`config.mk`:
```
export PLATFORM = sky130hd
export DESIGN_NAME = draw_engine
export DESIGN_NICKNAME = d
export VERILOG_FILES = /design/src/rtl/draw_engine.sv
export SDC_FILE = /design/constraint.sdc
export NUM_CORES = 1
export LEC_CHECK = 0
export ABC_AREA = 1
export CAP_MARGIN = 20
export CELL_PAD_IN_SITES_DETAIL_PLACEMENT = 1
export CELL_PAD_IN_SITES_GLOBAL_PLACEMENT = 1
export CORE_ASPECT_RATIO = 0.8
export CORE_UTILIZATION = 49
export CTS_CLUSTER_DIAMETER = 150
export DETAILED_ROUTE_END_ITERATION = 8
export DONT_BUFFER_PORTS = 1
export PLACE_DENSITY = 0.81
export SYNTH_ARGS = -nofsm -noshare
export SYNTH_HDL_FRONTEND = slang
export SYNTH_SLANG_ARGS = --single-unit
```
`constraint.sdc`:
```
create_clock -name clk -period 6.6 [get_ports clk]
set_input_delay 1.32 -clock clk [delete_from_list [all_inputs] [get_ports clk]]
set_output_delay 1.32 -clock clk [all_outputs]
set_load 0.05 [all_outputs]
```
`src/rtl/draw_engine.sv`:
```
// draw_engine: queued RECT/CLEAR fill engine that turns each command into
// row-bounded write bursts for a framebuffer memory controller.
module draw_engine #(
    parameter int FIFO_DEPTH = 4,
    parameter int SCREEN_W   = 640,
    parameter int SCREEN_H   = 480,
    parameter int MAX_BURST  = 256,
    parameter int BASE_ADDR  = 0
) (
    input  logic                        clk,
    input  logic                        rst_n,
    input  logic [7:0]                  command,
    input  logic [255:0]                data,
    input  logic                        commit,
    output logic                        ack,
    output logic                        busy,
    output logic [$clog2(FIFO_DEPTH):0] fifo_level,
    output logic                        write_burst_req,
    output logic [21:0]                 addr,
    output logic [9:0]                  write_burst_len,
    output logic [15:0]                 rgb,
    input  logic                        write_burst_data_req,
    input  logic                        write_burst_data_finish,
    output logic                        done,
    output logic                        error
);
    localparam int PW = $clog2(FIFO_DEPTH);
    localparam int LW = PW + 1;
    localparam logic [LW-1:0] FULL_LEVEL = LW'(FIFO_DEPTH);
    localparam logic [10:0]   SW         = 11'(SCREEN_W);
    localparam logic [10:0]   SH         = 11'(SCREEN_H);
    localparam logic [10:0]   MB         = 11'(MAX_BURST);
    localparam logic [7:0]    OP_RECT    = 8'h01;
    localparam logic [7:0]    OP_CLEAR   = 8'h02;

    typedef enum logic [2:0] {IDLE, FETCH, SETUP, REQ, DATA, NEXT, DONE} state_t;
    state_t state, next_state;

    logic [7:0]    op_mem  [FIFO_DEPTH];
    logic [55:0]   arg_mem [FIFO_DEPTH];
    logic [PW-1:0] wr_ptr, rd_ptr;
    logic [LW-1:0] level;
    logic          push, pop;

    logic [7:0]  op_reg;
    logic [9:0]  fx, fy, fw, fh;
    logic [15:0] color;
    logic [10:0] x_start, x_end, y_end, col, row;
    logic        err_flag;

    logic [10:0] eff_x, eff_y, eff_w, eff_h, room_w, room_h, clip_w, clip_h;
    logic        setup_err;
    logic [10:0] remain, blen, col_adv, row_inc;
    logic        row_done, last_row;
    logic [21:0] burst_addr;
    logic        unused_bits;

    // Only the low 56 data bits carry fields; the remainder is deliberately dropped.
    assign unused_bits = ^{data[255:56], blen[10]};

    // An offer is accepted whenever the registered level shows a free slot.
    assign ack        = rst_n & commit & (level != FULL_LEVEL);
    assign push       = ack;
    assign pop        = (state == FETCH);
    assign fifo_level = level;

    // Queue pointers and occupancy; pointers wrap naturally at the power-of-2 depth.
    always_ff @(posedge clk or negedge rst_n) begin
        if (!rst_n) begin
            wr_ptr <= '0;
            rd_ptr <= '0;
            level  <= '0;
        end else begin
            if (push) wr_ptr <= wr_ptr + PW'(1);
            if (pop)  rd_ptr <= rd_ptr + PW'(1);
            if (push && !pop)      level <= level + LW'(1);
            else if (!push && pop) level <= level - LW'(1);
        end
    end

    // Queue storage; contents need no reset since occupancy gates every read.
    always_ff @(posedge clk) begin
        if (push) begin
            op_mem[wr_ptr]  <= command;
            arg_mem[wr_ptr] <= data[55:0];
        end
    end

    // Resolve the drawing window for the fetched command and clip it to the screen.
    always_comb begin
        eff_x = {1'b0, fx};
        eff_y = {1'b0, fy};
        eff_w = {1'b0, fw};
        eff_h = {1'b0, fh};
        if (op_reg == OP_CLEAR) begin
            eff_x = '0;
            eff_y = '0;
            eff_w = SW;
            eff_h = SH;
        end
        room_w    = (eff_x < SW) ? (SW - eff_x) : '0;
        room_h    = (eff_y < SH) ? (SH - eff_y) : '0;
        clip_w    = (eff_w < room_w) ? eff_w : room_w;
        clip_h    = (eff_h < room_h) ? eff_h : room_h;
        setup_err = ((op_reg != OP_RECT) && (op_reg != OP_CLEAR)) ||
                    (clip_w == '0) || (clip_h == '0);
    end

    // Burst sizing: never past the row end, never more than MAX_BURST pixels.
    assign remain     = x_end - col;
    assign blen       = (remain > MB) ? MB : remain;
    assign col_adv    = col + blen;
    assign row_inc    = row + 11'd1;
    assign row_done   = (col_adv >= x_end);
    assign last_row   = (row_inc >= y_end);
    assign burst_addr = 22'(BASE_ADDR) + 22'(row) * 22'(SCREEN_W) + 22'(col);

    // State register.
    always_ff @(posedge clk or negedge rst_n) begin
        if (!rst_n) state <= IDLE;
        else        state <= next_state;
    end

    // Next-state and Moore outputs; IDLE also looks at this cycle's push so a
    // command into an empty queue starts fetching right after it is stored.
    always_comb begin
        next_state      = state;
        write_burst_req = 1'b0;
        addr            = '0;
        write_burst_len = '0;
        rgb             = '0;
        done            = 1'b0;
        error           = 1'b0;
        busy            = (level != '0) || (state != IDLE);
        case (state)
            IDLE:  if ((level != '0) || push) next_state = FETCH;
            FETCH: next_state = SETUP;
            SETUP: next_state = setup_err ? DONE : REQ;
            REQ: begin
                write_burst_req = 1'b1;
                addr            = burst_addr;
                write_burst_len = blen[9:0];
                if (write_burst_data_req) next_state = DATA;
            end
            DATA: begin
                addr            = burst_addr;
                write_burst_len = blen[9:0];
                rgb             = color;
                if (write_burst_data_finish) next_state = NEXT;
            end
            NEXT:  next_state = (row_done && last_row) ? DONE : REQ;
            DONE: begin
                done       = 1'b1;
                error      = err_flag;
                next_state = IDLE;
            end
            default: next_state = IDLE;
        endcase
    end

    // Working registers: load the queue head, set up the window, walk rows and bursts.
    always_ff @(posedge clk or negedge rst_n) begin
        if (!rst_n) begin
            op_reg   <= '0;
            fx       <= '0;
            fy       <= '0;
            fw       <= '0;
            fh       <= '0;
            color    <= '0;
            x_start  <= '0;
            x_end    <= '0;
            y_end    <= '0;
            col      <= '0;
            row      <= '0;
            err_flag <= 1'b0;
        end else begin
            case (state)
                FETCH: begin
                    op_reg <= op_mem[rd_ptr];
                    fx     <= arg_mem[rd_ptr][9:0];
                    fy     <= arg_mem[rd_ptr][19:10];
                    fw     <= arg_mem[rd_ptr][29:20];
                    fh     <= arg_mem[rd_ptr][39:30];
                    color  <= arg_mem[rd_ptr][55:40];
                end
                SETUP: begin
                    x_start  <= eff_x;
                    col      <= eff_x;
                    row      <= eff_y;
                    x_end    <= eff_x + clip_w;
                    y_end    <= eff_y + clip_h;
                    err_flag <= setup_err;
                end
                NEXT: begin
                    if (row_done) begin
                        col <= x_start;
                        row <= row_inc;
                    end else begin
                        col <= col_adv;
                    end
                end
                default: ;
            endcase
        end
    end
endmodule

```
# After elaboration in Yosys (flattened, before gate mapping)

Memories as Yosys holds them, arrays and structs flattened. A register that Yosys moved wholly into a read port is not among the register bits.
Cells that the tools add are included.

Bits of input ports: 269
Memories: 2
Logic and storage cells: 99
Bits in writable memories: 256
Bits in registers: 66
Output and inout bits: 56

Memory list:

| memory  | depth | bits a word | read ports | clocked after Yosys merged registers in | write ports | RTL line | text |
|---|---|---|---|---|---|---|---|
| arg_mem | 4     | 56          | 1          | 1                                       | 1           | 40       | `logic [55:0] arg_mem [FIFO_DEPTH];` |
| op_mem  | 4     | 8           | 1          | 1                                       | 1           | 39       | `logic [7:0] op_mem [FIFO_DEPTH];` |

$lt $le $gt $ge: 7
Equality and inequality tests: 14
Reduce and logical (&&, ||, !) cells: 22
Bitwise gates (word level): 2
Multiplexer cells: 29
$add $sub $neg: 12
Multipliers: 1

Operators by type and width:

| operator                                                                 | count |
|---|---|
| 11-bit 2-to-1 mux                                                        | 7 |
| 10-bit 2-to-1 mux                                                        | 5 |
| 11-bit case mux with 2 select lines                                      | 2 |
| 11-bit adder                                                             | 3 |
| 21-bit by 11-bit adder with 22-bit output                                | 1 |
| 11-bit >= comparator                                                     | 2 |
| 11-bit logical NOT                                                       | 2 |
| 11-bit < comparator                                                      | 2 |
| 22-bit 2-to-1 mux                                                        | 1 |
| 3-bit 2-to-1 mux                                                         | 7 |
| 3-bit case mux with 6 select lines                                       | 1 |
| 16-bit 2-to-1 mux                                                        | 1 |
| 11-bit by 3-bit multiplier with 14-bit output (second input constant)    | 1 |
| 11-bit by 1-bit adder with 11-bit output (second input constant)         | 1 |
| 11-bit by 9-bit > comparator with 1-bit output (second input constant)   | 1 |
| 11-bit by 10-bit < comparator with 1-bit output (second input constant)  | 1 |
| 11-bit by 9-bit < comparator with 1-bit output (second input constant)   | 1 |
| 10-bit by 11-bit subtractor with 11-bit output (first input constant)    | 1 |
| 11-bit subtractor                                                        | 1 |
| 9-bit by 11-bit subtractor with 11-bit output (first input constant)     | 1 |
| 3-bit equality test (second input constant)                              | 3 |
| 8-bit by 2-bit equality test with 1-bit output (second input constant)   | 1 |
| 2-bit inequality test (second input constant)                            | 4 |
| 8-bit by 1-bit inequality test with 1-bit output (second input constant) | 1 |
| other kinds (18)                                                         | 36 |

# Longest topological paths before layout

Word-level depth: 11
Depth in mapped cells: 40

# Least setup slack after synthesis

OpenSTA, ideal clock, no wires.

Path kind: input -> register
Start: input port rst_n
End: memory arg_mem[0][0] (enable)
Setup slack: 0.782 ns
Path buffers: 0
Data arrival time: 5.331 ns
Setup time: 0.487 ns
Data required time: 6.113 ns
Cell stages on the path: 4
Cells stage by stage: nand2_1 a21oi_1 inv_1 nor2_1

Longest elaborated chain between the ends: 4

Ends and longest elaborated chain:

| item                                   | RTL line | text |
|---|---|---|
| start: declaration                     | 11       | `input logic rst_n,` |
| 1-bit bitwise AND (2 in series)        | 62       | `assign ack = rst_n & commit & (level != FULL_LEVEL);` |
| net ack                                | 15       | `output logic ack,` |
| 1-bit 2-to-1 mux                       | 83       | `if (push) begin` |
| 1-bit 2-to-1 mux (implied by the code) | 85       | `arg_mem[wr_ptr] <= data[55:0];` |
| end: declaration                       | 40       |  |

The timed path passes the listed nets, and every way through them passes these cells.

# Worst setup path in the final report

Start: register x_end[0]
End: register col[2]

Longest elaborated chain between the ends: 7

Ends and longest elaborated chain:

| item                                           | RTL line | text |
|---|---|---|
| start: declaration                             | 48       | `logic [10:0] x_start, x_end, y_end, col, row;` |
| start signal: assignment                       | 190      | `x_end <= eff_x + clip_w;` |
| 11-bit subtractor                              | 110      | `assign remain = x_end - col;` |
| 11-bit by 9-bit > comparator with 1-bit output | 111      | `assign blen = (remain > MB) ? MB : remain;` |
| 11-bit 2-to-1 mux                              | 111      |  |
| 11-bit adder                                   | 112      | `assign col_adv = col + blen;` |
| 11-bit >= comparator                           | 114      | `assign row_done = (col_adv >= x_end);` |
| 11-bit 2-to-1 mux *                            | 195      | `if (row_done) begin` |
| 11-bit case mux with 2 select lines *          | 177      | `case (state)` |
| end signal: assignment                         | 196      | `col <= x_start;` |
| end signal: assignment                         | 199      | `col <= col_adv;` |
| end: declaration                               | 48       |  |

Every way passes the cells marked *; elsewhere a longest branch is shown, timed or not.
A chain may end at the register's enable or synchronous reset.

==> impl_metrics.json <==
{
  "fin_crit_ps": 6200,
  "drv_slew": 0,
  "clk_pin_slew_ps": 60,
  "final_antenna_net_count": 0,
  "antenna_found_initial": 0,
  "htree_levels": 2,
  "synthDistinctLibCells": 50,
  "slowest_stage": "dfrtp_1",
  "maxCapViolCount": 0,
  "num_vias": 14700,
  "setup_tns_ps": 0,
  "period_share_pct": 93.9,
  "holdCritPathClass": "in2async",
  "die_area_sq_um": 40900,
  "outcome": "completed",
  "rsz0062_at_grt": "no",
  "yosysMostFrequentCell": "nand2_1",
  "chipHeight_um": 181,
  "synth_top_area_share_pct": 39.2,
  "r2r_cells": 37,
  "path_common_cell": "nand2_1",
  "vias_per_cell": 5.58,
  "tritoncts": "built",
  "grt_pass1_wl_um": 83300,
  "yosysTopAreaCell": "edfxtp_1",
  "dp.cells": 2547,
  "syn_to_final_growth_pct": 10.8,
  "largest_reg_flops": 224,
  "synth_common_cells": "nand2_1 (330), nor2_1 (280), o21ai_0 (270)",
  "clock_latency_ps": 570,
  "r2r_slack_ps": 400,
  "ys_warn_count": 0,
  "crit_fanout": 9,
  "grt_overflow": 0,
  "reg2reg_from": "x_end[0]",
  "cts_sinks": 385,
  "setup_violations": 0,
  "synth_edf_count": 256,
  "start_util_pct": 49.8,
  "fp-row-count": 65,
  "io_buffers": 0,
  "max_slew_margin_pct": 22.3,
  "regMostFlops": "arg_mem",
  "drc_errors": 0,
  "crit_family": "simple AND/OR/NAND/NOR gates",
  "hold_violations": 0,
  "syn_avg_cell_area_sq_um": 9.52,
  "stdcell_count": 2626,
  "netlist_instances": 2063,
  "core_area_sq_um": 39400,
  "path_buf_inv": 6,
  "synth.top_cells.by_area": "edfxtp_1 (39%), dfrtp_1 (16%), ha_1 (6.9%)",
  "grt_use_total_pct": 26.0,
  "synth_ff_type": "edfxtp_1",
  "largestRegisters": "arg_mem: 224 flops, op_mem: 32 flops, color: 16 flops",
  "numCtsBuffers": 40,
  "drive_gt1_share_pct": 7.85,
  "yosysSeqAreaShare_pct": 55.6,
  "wl_per_cell_um": 20.0,
  "multi_input_area_sq_um": 7660,
  "slowest_delay_ps": 400,
  "cp-end-kind": "flip-flop",
  "worstReg2RegEnd": "col[2]",
  "nNetsFinal": 2443,
  "gp_congestion": 0.845,
  "regArea_sq_um": 10900,
  "finClkSkew_ps": 32.1,
  "holdWs_ps": 455,
  "tightest_slew_ps": 1170,
  "dr.pass1.iters": 5,
  "ys_ff_latch": 385,
  "dr.first_iter.drc_count": 800,
  "drt-total-wl_um": 52400,
  "ios": 325,
  "arrival_ps": 6620,
  "clock_path_buffers": 3,
  "max_freq_mhz": 161,
  "die_x_um": 226,
  "cts_root_buf": "clkbuf_16",
  "grt_pass1_vias": 15500,
  "worstSetupPathType": "reg2reg",
  "critPathLaunchType": "flip-flop",
  "place_hpwl_um": 36000,
  "grt_max_degree": 131,
  "required_ps": 7020,
  "n_fill_cell": 4400,
  "diodes": 0,
  "async_reset_ff_share_pct": 33.5,
  "syn_area_sq_um": 19600
}
[worst max-delay path by stage]
stage / start / end / slack (ps) / depth (start not counted)
floorplan: rst_n / arg_mem[0][0] / 780 / 4
global placement: x_end[0] / col[8] / 160 / 36
detailed placement: x_end[0] / col[2] / 100 / 36
CTS: x_end[0] / col[8] / 3 / 36
global route: x_end[0] / row[3] / 0.7 / 38
finish: x_end[0] / col[2] / 400 / 37
[final cells by class]
class                      count  share of cell area (%)
tap                          536                    3.08
sequential                   385                    50.2
inverter                     237                    4.10
clock inverter                17                   0.817
timing repair buffer          31                    1.09
clock buffer                  57                    5.47
multi-input combinational   1363                    35.2
[cells in the final DEF (no fill, tap or decap), types with 5 or more instances in the layout]
cell	count
clkbuf_8	6
clkbuf_1	8
inv_1	227
buf_4	30
nand2_1	330
xnor2_1	11
o211ai_1	9
nor2_1	270
clkinv_1	5
nand3b_1	11
inv_2	5
xor2_1	37
nor2_2	9
clkbuf_16	43
o22ai_1	69
dfrtp_1	127
nor3_1	10
nand4_1	10
o21ai_0	269
clkinv_2	11
edfxtp_1	256
nand3_1	52
fa_1	5
nand2_2	7
nor2_4	7
a21oi_1	65
o21ai_1	7
a21oi_2	5
ha_1	109
nor3_2	9
a31oi_1	7
[timing repair]
| item | in CTS | in global routing |
|---|---|---|
| buffers inserted | 0 | 5 |
| gates resized for setup | 0 | 18 |
| hold buffers | 0 | 0 |
| setup endpoints to repair | 0 | 25 |
[per-layer routing]
| layer | GRT usage, % | wire length [um] | vias to the layer above | share of wire [%] |
|---|---|---|---|---|
| met5 | 0 | 0 | - | 0 |
| met4 | 7.13 | 1160 | 0 | 2.2 |
| met3 | 4.26 | 2340 | 86 | 4.5 |
| met2 | 44.9 | 25900 | 269 | 49 |
| met1 | 33.8 | 23000 | 7327 | 44 |
| li1 | - | - | 6983 | - |
[through the flow]
step	utilization [%]	cell area (sq um)	setup slack [ps]
3_3_place_gp	51.4	20300	162
3_5_place_dp	51.4	20300	104
2_1_floorplan	-	19600	782
5_1_grt	55.1	21700	0.678
6_report	55.1	21700	400
4_1_cts	54.9	21600	3.31
[cells by family (layout without fill, tap and decap cells)]
kind of cell	count (synthesis)	after routing	share of synthesized area, %
AO/OA/AOI/OAI	461	461	12.8
XOR/XNOR	48	48	2.14
adder cells (fa/ha/maj)	116	116	7.66
buffers and inverters	317	342	6.19
flip-flops	385	385	55.6
multiplexers	2	2	0.108
other	2	4	0.0383
AND/OR/NAND/NOR	732	732	15.4
Power is not shown: default switching activity piles up to over one toggle a cycle in this logic, so the estimate is an artifact.
